File: config.mk
export PLATFORM = sky130hd
export DESIGN_NAME = seg_scan_ctrl_flat
export DESIGN_NICKNAME = d
export VERILOG_FILES = /design/src/rtl/seg_scan_if.sv /design/src/rtl/seg_scan_ctrl.sv /design/src/flat_wrapper.sv
export SDC_FILE = /design/constraint.sdc
export NUM_CORES = 1
export LEC_CHECK = 0
export ABC_AREA = 1
export BUFFER_PORTS_ARGS = -buffer_cell sky130_fd_sc_hd__buf_2
export CORE_AREA = 10 10 83 85
export CTS_BUF_LIST = sky130_fd_sc_hd__clkbuf_8
export DETAILED_ROUTE_END_ITERATION = 10
export DIE_AREA = 0 0 93 95
export PLACE_DENSITY = 0.85
export SLEW_MARGIN = 5
export SYNTH_ARGS = -nofsm -noshare
export SYNTH_HDL_FRONTEND = slang
export SYNTH_SLANG_ARGS = --single-unit
File: constraint.sdc
create_clock -name clk -period 2.8 [get_ports clk]
set_input_delay 0.28 -clock clk [delete_from_list [all_inputs] [get_ports clk]]
set_output_delay 0.28 -clock clk [all_outputs]
set_load 0.005 [all_outputs]
File: src/rtl/seg_scan_if.sv
// Load handshake and display drive bundle for the segment scan controller.
// master = game logic side, slave = scan controller side.
interface seg_scan_if #(
   parameter int NUM_DIGITS = 4
);
   logic                      ld_valid;
   logic                      ld_ready;
   logic [4*NUM_DIGITS-1:0]   ld_value;
   logic                      ld_blank_lz;
   logic [3:0]                nibble;
   logic [NUM_DIGITS-1:0]     digit_en;
   logic                      seg_blank;
   logic                      frame_tick;

   modport master (
      output ld_valid, ld_value, ld_blank_lz,
      input  ld_ready, nibble, digit_en, seg_blank, frame_tick
   );

   modport slave (
      input  ld_valid, ld_value, ld_blank_lz,
      output ld_ready, nibble, digit_en, seg_blank, frame_tick
   );
endinterface

File: src/rtl/seg_scan_ctrl.sv
// Multiplexed 7-seg scan: double-buffered value applied at frame boundaries, gap+show per digit.
// Outputs registered (1 cycle after state); ld_ready low while the pending buffer holds a value.
module seg_scan_ctrl #(
   parameter int NUM_DIGITS = 4,
   parameter int PRESCALE   = 50000,
   parameter int BLANK_GAP  = 2
) (
   input  logic        clk,
   input  logic        reset,
   seg_scan_if.slave   bus
);
   localparam int VW = 4 * NUM_DIGITS;
   localparam int CW = (PRESCALE > 1) ? $clog2(PRESCALE) : 1;
   localparam int IW = $clog2(NUM_DIGITS);

   typedef enum logic {GAP, SHOW} state_t;

   state_t                state_q, state_d;
   logic [IW-1:0]         idx_q, idx_d;
   logic [CW-1:0]         cnt_q, cnt_d;
   logic [VW-1:0]         act_val_q, act_val_d;
   logic                  act_lz_q, act_lz_d;
   logic [VW-1:0]         pend_val_q, pend_val_d;
   logic                  pend_lz_q, pend_lz_d;
   logic                  pend_full_q, pend_full_d;
   logic                  ld_ready_q, ld_ready_d;
   logic [3:0]            nibble_q, nibble_d;
   logic [NUM_DIGITS-1:0] digit_en_q, digit_en_d;
   logic                  seg_blank_q, seg_blank_d;
   logic                  frame_tick_q, frame_tick_d;

   logic                  last_cnt, boundary, xfer, digit_blank;
   logic [NUM_DIGITS-1:0] zero_above;

   always_comb begin
      last_cnt    = (cnt_q == CW'(PRESCALE - 1));
      boundary    = (state_q == SHOW) && last_cnt && (idx_q == IW'(NUM_DIGITS - 1));
      xfer        = bus.ld_valid && ld_ready_q;

      state_d     = state_q;
      idx_d       = idx_q;
      cnt_d       = last_cnt ? '0 : cnt_q + CW'(1);

      case (state_q)
         GAP: begin
            if (cnt_q == CW'(BLANK_GAP - 1)) state_d = SHOW;
         end
         SHOW: begin
            if (last_cnt) begin
               state_d = GAP;
               idx_d   = boundary ? '0 : idx_q + IW'(1);
            end
         end
         default: state_d = GAP;
      endcase

      // Boundary copy happens before a same-cycle transfer lands, so a new
      // value offered on the boundary only reaches pending.
      act_val_d   = act_val_q;
      act_lz_d    = act_lz_q;
      pend_val_d  = pend_val_q;
      pend_lz_d   = pend_lz_q;
      pend_full_d = pend_full_q;
      if (boundary && pend_full_q) begin
         act_val_d   = pend_val_q;
         act_lz_d    = pend_lz_q;
         pend_full_d = 1'b0;
      end
      if (xfer) begin
         pend_val_d  = bus.ld_value;
         pend_lz_d   = bus.ld_blank_lz;
         pend_full_d = 1'b1;
      end
      ld_ready_d  = !pend_full_d;

      // zero_above[i]: every active nibble from digit i upward is zero.
      zero_above = '0;
      zero_above[NUM_DIGITS-1] = (act_val_q[VW-1 -: 4] == 4'd0);
      for (int i = NUM_DIGITS - 2; i >= 0; i--) begin
         zero_above[i] = zero_above[i+1] && (act_val_q[4*i +: 4] == 4'd0);
      end
      digit_blank = act_lz_q && (idx_q != '0) && zero_above[idx_q];

      nibble_d     = act_val_q[4*int'(idx_q) +: 4];
      frame_tick_d = boundary;
      if ((state_q == GAP) || digit_blank) begin
         digit_en_d  = '1;
         seg_blank_d = 1'b1;
      end else begin
         digit_en_d  = ~(NUM_DIGITS'(1) << idx_q);
         seg_blank_d = 1'b0;
      end
   end

   always_ff @(posedge clk) begin
      if (reset) begin
         state_q      <= GAP;
         idx_q        <= '0;
         cnt_q        <= '0;
         act_val_q    <= '0;
         act_lz_q     <= 1'b0;
         pend_val_q   <= '0;
         pend_lz_q    <= 1'b0;
         pend_full_q  <= 1'b0;
         ld_ready_q   <= 1'b1;
         nibble_q     <= 4'd0;
         digit_en_q   <= '1;
         seg_blank_q  <= 1'b1;
         frame_tick_q <= 1'b0;
      end else begin
         state_q      <= state_d;
         idx_q        <= idx_d;
         cnt_q        <= cnt_d;
         act_val_q    <= act_val_d;
         act_lz_q     <= act_lz_d;
         pend_val_q   <= pend_val_d;
         pend_lz_q    <= pend_lz_d;
         pend_full_q  <= pend_full_d;
         ld_ready_q   <= ld_ready_d;
         nibble_q     <= nibble_d;
         digit_en_q   <= digit_en_d;
         seg_blank_q  <= seg_blank_d;
         frame_tick_q <= frame_tick_d;
      end
   end

   assign bus.ld_ready   = ld_ready_q;
   assign bus.nibble     = nibble_q;
   assign bus.digit_en   = digit_en_q;
   assign bus.seg_blank  = seg_blank_q;
   assign bus.frame_tick = frame_tick_q;
endmodule
File: src/flat_wrapper.sv
// flat-port wrapper written by rule: the top's interface ports become plain ports
module seg_scan_ctrl_flat 
#(
   parameter int NUM_DIGITS = 4,
   parameter int PRESCALE   = 50000,
   parameter int BLANK_GAP  = 2
)
  (clk, reset, bus_ld_valid, bus_ld_value, bus_ld_blank_lz, bus_ld_ready, bus_nibble, bus_digit_en, bus_seg_blank, bus_frame_tick);
  seg_scan_if #(.NUM_DIGITS(NUM_DIGITS)) bus_i ();
  input  logic clk;
  input  logic reset;
  input wire logic [$bits(bus_i.ld_valid)-1:0] bus_ld_valid;
  input wire logic [$bits(bus_i.ld_value)-1:0] bus_ld_value;
  input wire logic [$bits(bus_i.ld_blank_lz)-1:0] bus_ld_blank_lz;
  output wire logic [$bits(bus_i.ld_ready)-1:0] bus_ld_ready;
  output wire logic [$bits(bus_i.nibble)-1:0] bus_nibble;
  output wire logic [$bits(bus_i.digit_en)-1:0] bus_digit_en;
  output wire logic [$bits(bus_i.seg_blank)-1:0] bus_seg_blank;
  output wire logic [$bits(bus_i.frame_tick)-1:0] bus_frame_tick;
  assign bus_i.ld_valid = bus_ld_valid;
  assign bus_i.ld_value = bus_ld_value;
  assign bus_i.ld_blank_lz = bus_ld_blank_lz;
  assign bus_ld_ready = bus_i.ld_ready;
  assign bus_nibble = bus_i.nibble;
  assign bus_digit_en = bus_i.digit_en;
  assign bus_seg_blank = bus_i.seg_blank;
  assign bus_frame_tick = bus_i.frame_tick;
  seg_scan_ctrl #(.NUM_DIGITS(NUM_DIGITS), .PRESCALE(PRESCALE), .BLANK_GAP(BLANK_GAP)) u_core (.clk(clk), .reset(reset), .bus(bus_i));
endmodule
==> results of run 1 <==
[synthesized netlist by cell type]
| cell type | n |
|---|---|
| clkbuf_1 | 10 |
| dfxtp_1 | 65 |
| inv_2 | 3 |
| nor4_1 | 1 |
| buf_1 | 1 |
| ha_1 | 6 |
| and2_1 | 1 |
| xnor2_1 | 2 |
| a21oi_1 | 36 |
| nor3b_2 | 1 |
| xor2_1 | 1 |
| nor2_2 | 5 |
| buf_6 | 1 |
| nand3_1 | 31 |
| nor2_4 | 1 |
| nand2_1 | 54 |
| inv_1 | 42 |
| nor3_2 | 1 |
| nand3b_1 | 2 |
| nor2_1 | 64 |
| nand3_4 | 2 |
| buf_8 | 1 |
| nor3_1 | 3 |
| buf_2 | 3 |
| o21a_1 | 1 |
| nor2_8 | 2 |
| o21ai_0 | 27 |
| nand2_2 | 1 |
| o211ai_1 | 3 |
| a22oi_1 | 1 |
| nand4_4 | 1 |
| nand4_1 | 3 |
[registers in the layout, indices dropped and copies added (netlist names), 2 cells and up]
signal,flops
u_core.idx_q,2
u_core.bus.digit_en,4
u_core.bus.nibble,4
u_core.cnt_q,16
u_core.act_val_q,16
u_core.pend_val_q,16
[cell families after synthesis]
| group | count (synthesis) |
|---|---|
| simple gates | 173 |
| compound gates | 68 |
| flops | 65 |
| buf+inv | 61 |
| fa+ha+maj | 6 |
| xor+xnor | 3 |
[critical path, stage by stage (launching register included)]
cell and delay, ns:
dfxtp_1 0.59, inv_1 0.28, ha_1 0.30, nand3b_1 0.16, nor3_1 0.18, nand2_1 0.15
nand3_1 0.10
[area by class of cell]
class,count,area share
inverters,45,0.0519
multi-input cells,250,0.394
flip-flops and latches,65,0.400
clock inverters,6,0.0354
repair buffers,31,0.0485
well taps,72,0.0277
clock buffers,10,0.0423
[where the power goes]
part           internal (mW)  switching (mW)  leakage [nW]
logic                 0.0352          0.0582         0.685
registers              0.954          0.0212         0.529
clock network          0.618           0.367         0.123
total                   1.61           0.446          1.34
[metal layers]
| layer | track usage | share of wire | vias up |
|---|---|---|---|
| met4 | 0.0823 | 0.024 | 0 |
| met5 | 0 | 0 | - |
| li1 | - | - | 1262 |
| met2 | 0.225 | 0.46 | 60 |
| met3 | 0.0460 | 0.059 | 11 |
| met1 | 0.144 | 0.45 | 1059 |
[stage by stage]
| stage | area [sq um] | hold slack [ns] | instances | util |
|---|---|---|---|---|
| 2_1_floorplan | 2830 | 0.430 | 376 | - |
| 3_5_place_dp | 3000 | 0.448 | 463 | 0.562 |
| 3_3_place_gp | 3000 | 0.441 | 463 | 0.562 |
| 5_1_grt | 3250 | 0.228 | 479 | 0.609 |
| 6_report | 3250 | 0.206 | 479 | 0.609 |
| 4_1_cts | 3250 | 0.192 | 479 | 0.609 |
[placed cells by master (no fill, tap or decap), types with 3 or more instances in the layout]
master / count
a21oi_1: 36
nor3_1: 3
o21ai_0: 27
inv_1: 42
o211ai_1: 3
clkbuf_8: 10
inv_2: 3
nand4_1: 3
nor2_1: 64
bufinv_16: 3
nand3_1: 31
buf_2: 30
dfxtp_1: 65
ha_1: 6
nand2_1: 54
nor2_2: 5
[worst min-delay path by stage]
stage | cells past startpoint | end | startpoint
4_1_cts | 3 | u_core.pend_val_q[8] | bus_ld_value[8]
3_3_place_gp | 2 | u_core.pend_val_q[9] | u_core.pend_val_q[9]
3_5_place_dp | 2 | u_core.pend_lz_q | u_core.pend_lz_q
5_1_grt | 3 | u_core.pend_val_q[3] | bus_ld_value[3]
6_report | 3 | u_core.pend_lz_q | bus_ld_blank_lz
2_1_floorplan | 2 | u_core.pend_val_q[14] | u_core.pend_val_q[14]
==> summary.txt, run 1 <==
Synthesis
  • Post-synthesis xor/xnor area fraction: 0.00927
  • Top cells by area, synth: dfxtp_1, nor2_1, nand2_1
  • Post-Syn Area per Cell: 7.54 sq um
  • Synth Area in Simple Gates: 0.292
  • Syn Std Cell Area: 2830 sq um
  • Synth cell types: 32
  • Synth Area in Compound Gates: 0.125
  • Ys Warns: 0
  • Largest family of logic cells by synthesized area: simple AND/OR/NAND/NOR gates
  • Synth Register Bits: 65
  • Post-Synth Adder-Cell Area: 0.0265
  • Post-synthesis mux area share: 0
  • Post-synth top area share: 0.459
  • Syn_nets: 402
  • Yosys top cell by area: dfxtp_1
  • Synth Instances: 376
  • Sequential element share of the synthesized area: 0.459

GRT
  • Vias in the first global route: 2306
  • Global-route wire length before repair: 9620 um
  • GRT overflow: 0
  • Initial antenna violation count: 0
  • Pin count of the biggest net entering global routing: 39
  • Overall Global Routing Usage: 0.134

Clock tree
  • Clock Latency Late Sink: 0.35 ns
  • Root Driver: clkbuf_8
  • Cts hold-fix bufs: 0
  • TritonCTS buffer count: 9
  • CTS tree: yes
  • Clock tree buffer depth: 2
  • Deepest level of the CTS H-tree: 3
  • Clock-pin slew on the worst setup and hold paths: 0.07 ns
  • Setup bufs post-CTS: 0
  • Cts repair resizes: 0
  • Sink Count: 65

Timing
  • Layout Skew: 0.00898 ns
  • Endpoints failing hold: 0
  • Max Clock Freq: 555 MHz
  • RSZ-0062 raised after global routing: false
  • Final Max Tran Viols: 0
  • Slew of the pin with the lowest slew margin: 0.875 ns
  • Worst setup margin: 0.998 ns
  • Crit share post-route: 0.644
  • Minimum clock period: 1.80 ns
  • # setup viols final: 0
  • Slew headroom: 0.415
  • Final TNS setup: 0 ns

Worst setup path
  • Worst Path Max Fanout: 13
  • R2r worst-path depth: 6
  • Reg2reg start: u_core.idx_q[0]
  • R2R setup slack: 1.0 ns
  • Worst Setup Start Kind: flop
  • Crit path required time: 3.09 ns
  • Crit. End Element: flop
  • Worst Path Arrival: 2.09 ns
  • Critical Setup Path Class: flop to flop
  • RR Endpoint: u_core.bus.digit_en[0]
  • Worst Setup SP: u_core.idx_q[0]
  • End of the critical path: u_core.bus.digit_en[0]

Final layout
  • Multi-input gate area in the final layout: 1280 sq um
  • Layout cells sized above 1: 0.157
  • Ant diodes: 0
  • Area growth, synth to finish: 14.7%
  • # fillers: 492
  • Final #Nets: 428
  • Register area: 1300 sq um

Run status
  • Status: complete, no violations

Floorplan
  • Core Area: 5340 sq um
  • Die width: 93 um
  • Starting density of the core: 0.531
  • Die Ht: 95 um
  • Site Rows: 27
  • Die ar.: 8840 sq um
  • IO Count: 31

Pwr
  • Tot Pwr: 2.05 mW
  • Power per cell area: 631 nW/um^2
  • LEAKAGE: 1.34 nW
  • Maximum VDD drop: 0.000424 V

Routing
  • Vias post-DR: 2392
  • Iter 0 DRT Violations: 89
  • Post-route ant nets: 0
  • Drt pass-1 iters: 5
  • Mean routed wirelength per cell: 11.7 um
  • Drt drc: 0
  • Via-to-Cell Ratio: 4.99
  • Total wire length: 5590 um

Placement
  • Gpl congestion: 0.835
  • Detailed Place HPWL: 3980 um
  • Pre-CTS setup slack: 1.03 ns
  • Port buffer count: 30

Hold path
  • HP Class: input port to flop

Flow run
  • Max_cap viols: 0
Note: power is estimated with default switching activity, not from simulation.
==> run 2, diff against run 1 <==
--- a/config.mk
+++ b/config.mk
@@ -7,11 +7,11 @@
 export LEC_CHECK = 0
 export ABC_AREA = 1
 export BUFFER_PORTS_ARGS = -buffer_cell sky130_fd_sc_hd__buf_2
-export CORE_AREA = 10 10 83 85
+export CORE_AREA = 10 10 84 86
 export CTS_BUF_LIST = sky130_fd_sc_hd__clkbuf_8
 export DETAILED_ROUTE_END_ITERATION = 10
-export DIE_AREA = 0 0 93 95
-export PLACE_DENSITY = 0.85
+export DIE_AREA = 0 0 94 96
+export PLACE_DENSITY = 0.86
 export SLEW_MARGIN = 5
 export SYNTH_ARGS = -nofsm -noshare
 export SYNTH_HDL_FRONTEND = slang
==> constraint.sdc (replaced) <==
create_clock -name clk -period 1.5 [get_ports clk]
set_input_delay 0.15 -clock clk [delete_from_list [all_inputs] [get_ports clk]]
set_output_delay 0.15 -clock clk [all_outputs]
set_load 0.005 [all_outputs]
==> run 2 against run 1 <==
The flow now finishes with violations (negative setup slack). Register-to-register slack got worse by 1.0 ns. Power increased by 89%. Sequential cell count unchanged. Via count increased by 7.0%. Maximum frequency increased by 18%. Clock skew decreased by 0.0010 ns. Cell area increased by 11%. Critical endpoint is now u_core.act_val_q[7]. Highest routed layer unchanged.
==> summary.txt, run 2 (synthesized netlist as in run 1, its figures left out) <==
Clock tree
  • Deepest level of the CTS H-tree: 3 (unchanged)
  • CTS tree: yes
  • Clock Latency Late Sink: 0.35 ns (about the same)
  • Sink Count: 65 (unchanged)
  • TritonCTS buffer count: 9 (unchanged)
  • Cts hold-fix bufs: 0 (unchanged)
  • Clock-pin slew on the worst setup and hold paths: 0.07 ns (about the same)
  • Root Driver: clkbuf_8
  • Clock tree buffer depth: 2 (unchanged)

Worst setup path
  • Worst Setup SP: u_core.cnt_q[1]
  • Crit path largest cell delay: 0.37 ns (-0.22 ns)
  • CP top delay family: simple AND/OR/NAND/NOR gates
  • Crit-path slowest cell: dfxtp_4
  • Crit path required time: 1.75 ns (-1.34 ns)
  • Reg2reg start: u_core.cnt_q[1]
  • R2R setup slack: -0.03 ns (-1.02 ns)
  • CP cell instances: ha_4 -> nand3_4 -> nor2_4 -> nand3_4 -> nor2_4 -> nand3_1 -> nand2_1 -> nor2_1
  • Worst Setup Start Kind: flop
  • Crit. End Element: flop
  • RR Endpoint: u_core.act_val_q[7]
  • Worst Path Max Fanout: 8 (-5)
  • Bufs and invs on worst path: 0 (-1)
  • Worst Path Arrival: 1.78 ns (-0.31 ns)
  • R2r worst-path depth: 8 (+2)
  • Critical Setup Path Class: flop to flop

Timing
  • Worst setup margin: -0.0259 ns (-1.02 ns)
  • Layout Skew: 0.00794 ns (-0.00103 ns)
  • # setup viols final: 5 (+5)
  • Final Max Tran Viols: 0 (unchanged)
  • Crit share post-route: 1.02 (+0.374)
  • Slew headroom: 0.810 (+0.394)
  • Max Clock Freq: 655 MHz (+18%)
  • RSZ-0062 raised after global routing: true
  • Endpoints failing hold: 0 (unchanged)
  • Minimum clock period: 1.53 ns (-0.277 ns)
  • Slew of the pin with the lowest slew margin: 0.285 ns (-0.590 ns)
  • Final hold slack: 0.0708 ns (-0.135 ns)

Run status
  • Failing checks: negative setup slack
  • Status: complete, but fails checks

Final layout
  • Layout cells sized above 1: 0.266 (+0.108)
  • Most frequent cells in the layout: nor2_1, dfxtp_1, nand2_1
  • Final Core Density: 0.666 (+0.0563)
  • # fillers: 429 (-13%)
  • Post-Layout Cell Count: 505 (+5.4%)
  • Final #Nets: 454 (+6.1%)
  • Area growth, synth to finish: 26.9%
  • Biggest regs: u_core.act_val_q: 16 flops, u_core.cnt_q: 16 flops, u_core.pend_val_q: 16 flops
  • Ant diodes: 0 (unchanged)
  • Most common cell after layout, fill and taps aside: nor2_1

Routing
  • Vias post-DR: 2560 (+7.0%)
  • Drt pass-1 iters: 5 (unchanged)
  • Post-route ant nets: 0 (unchanged)
  • Mean routed wirelength per cell: 12.9 um (+10%)
  • Drt drc: 0 (unchanged)
  • Via-to-Cell Ratio: 5.07 (+1.5%)
  • Total wire length: 6500 um (+16%)
  • Iter 0 DRT Violations: 158 (+78%)

Floorplan
  • Site Rows: 27 (unchanged)
  • Starting density of the core: 0.524 (-0.00664)
  • Die width: 94 um (+1.1%)
  • Core Area: 5410 sq um (+1.3%)
  • Die Ht: 96 um (+1.1%)
  • IO Count: 31 (unchanged)
  • Die ar.: 9020 sq um (+2.1%)

Pwr
  • LEAKAGE: 1.47 nW (+9.7%)
  • Power per cell area: 1080 nW/um^2 (+70%)
  • Maximum VDD drop: 0.000693 V (+63%)

GRT
  • Overall Global Routing Usage: 0.143 (+0.00887)
  • Pin count of the biggest net entering global routing: 36 (-7.7%)
  • Vias in the first global route: 2448 (+6.2%)
  • Global-route wire length before repair: 10500 um (+8.9%)
  • GRT overflow: 0 (unchanged)
  • Initial antenna violation count: 0 (unchanged)

Placement
  • Detailed Place HPWL: 4290 um (+7.8%)
  • Placed insts: 479 (+3.5%)
  • Port buffer count: 30 (unchanged)
  • Gpl congestion: 0.858 (+2.7%)

Hold path
  • Min-delay src: bus_ld_value[5]
  • HP Class: input port to flop
  • Worst Hold Path EP: u_core.pend_val_q[5]
  • Hold Path Depth: 3 (unchanged)

Flow run
  • Max_cap viols: 0 (unchanged)
==> run 2: layout make-up <==
cell class | instances | area [sq um] | share of cell area
sequential | 65 | 1320 | 0.366
tap | 72 | 90.1 | 0.0250
clock inverter | 6 | 114 | 0.0317
clock buffer | 10 | 138 | 0.0383
inverter | 45 | 173 | 0.0480
timing repair buffer | 54 | 343 | 0.0953
multi-input combinational | 253 | 1420 | 0.395
==> run 2: worst max path at each step <==
| stage | to | depth (start not counted) | slack [ns] |
|---|---|---|---|
| 2_1_floorplan | u_core.act_val_q[10] | 9 | 0.01 |
| 3_3_place_gp | u_core.act_val_q[5] | 8 | 0.03 |
| 3_5_place_dp | u_core.act_val_q[12] | 8 | -0.03 |
| 4_1_cts | u_core.act_val_q[2] | 8 | 0.0003 |
| 5_1_grt | u_core.act_val_q[2] | 9 | -0.12 |
| 6_report | u_core.act_val_q[7] | 8 | -0.03 |
==> run 2: stage by stage <==
stage | worst slack [ns] | setup TNS (ns) | total power, mW | area, sq um
after floorplan | 0.0120 | 0 | 1.98 | 2840
after global placement | 0.0280 | 0 | 2.04 | 3140
after detailed placement | -0.0287 | -0.230 | 2.05 | 3140
after CTS | 0.000319 | 0 | 3.88 | 3450
after global routing | -0.115 | -1.15 | 4.00 | 3600
final | -0.0259 | -0.0875 | 3.87 | 3600
==> run 2: layer usage <==
metal | GRT usage | vias to the layer above | part of all wire
li1 | - | 1316 | -
met1 | 0.158 | 1154 | 0.45
met2 | 0.245 | 73 | 0.48
met3 | 0.0342 | 17 | 0.044
met4 | 0.0886 | 0 | 0.028
met5 | 0 | - | 0
==> run 2: report_power, final <==
group / leakage, nW / internal, mW / switching, mW
logic: 0.814 / 0.0835 / 0.133
clock network: 0.119 / 1.15 / 0.692
registers: 0.534 / 1.78 / 0.0280
total: 1.47 / 3.02 / 0.854
==> run 2: repair_timing <==
item / in CTS / in global routing
setup endpoints to repair: 17 / 34
pin swaps: 4 / 13
cloned: 3 / 0
gates resized for setup: 5 / 29
setup buffers: 1 / 6
==> run 2: worst reg2reg max path, stage by stage (launching register included) <==
cell and delay, ns:
dfxtp_4 0.37, ha_4 0.15, nand3_4 0.10, nor2_4 0.13
nand3_4 0.16, nor2_4 0.29, nand3_1 0.12, nand2_1 0.08
nor2_1 0.04
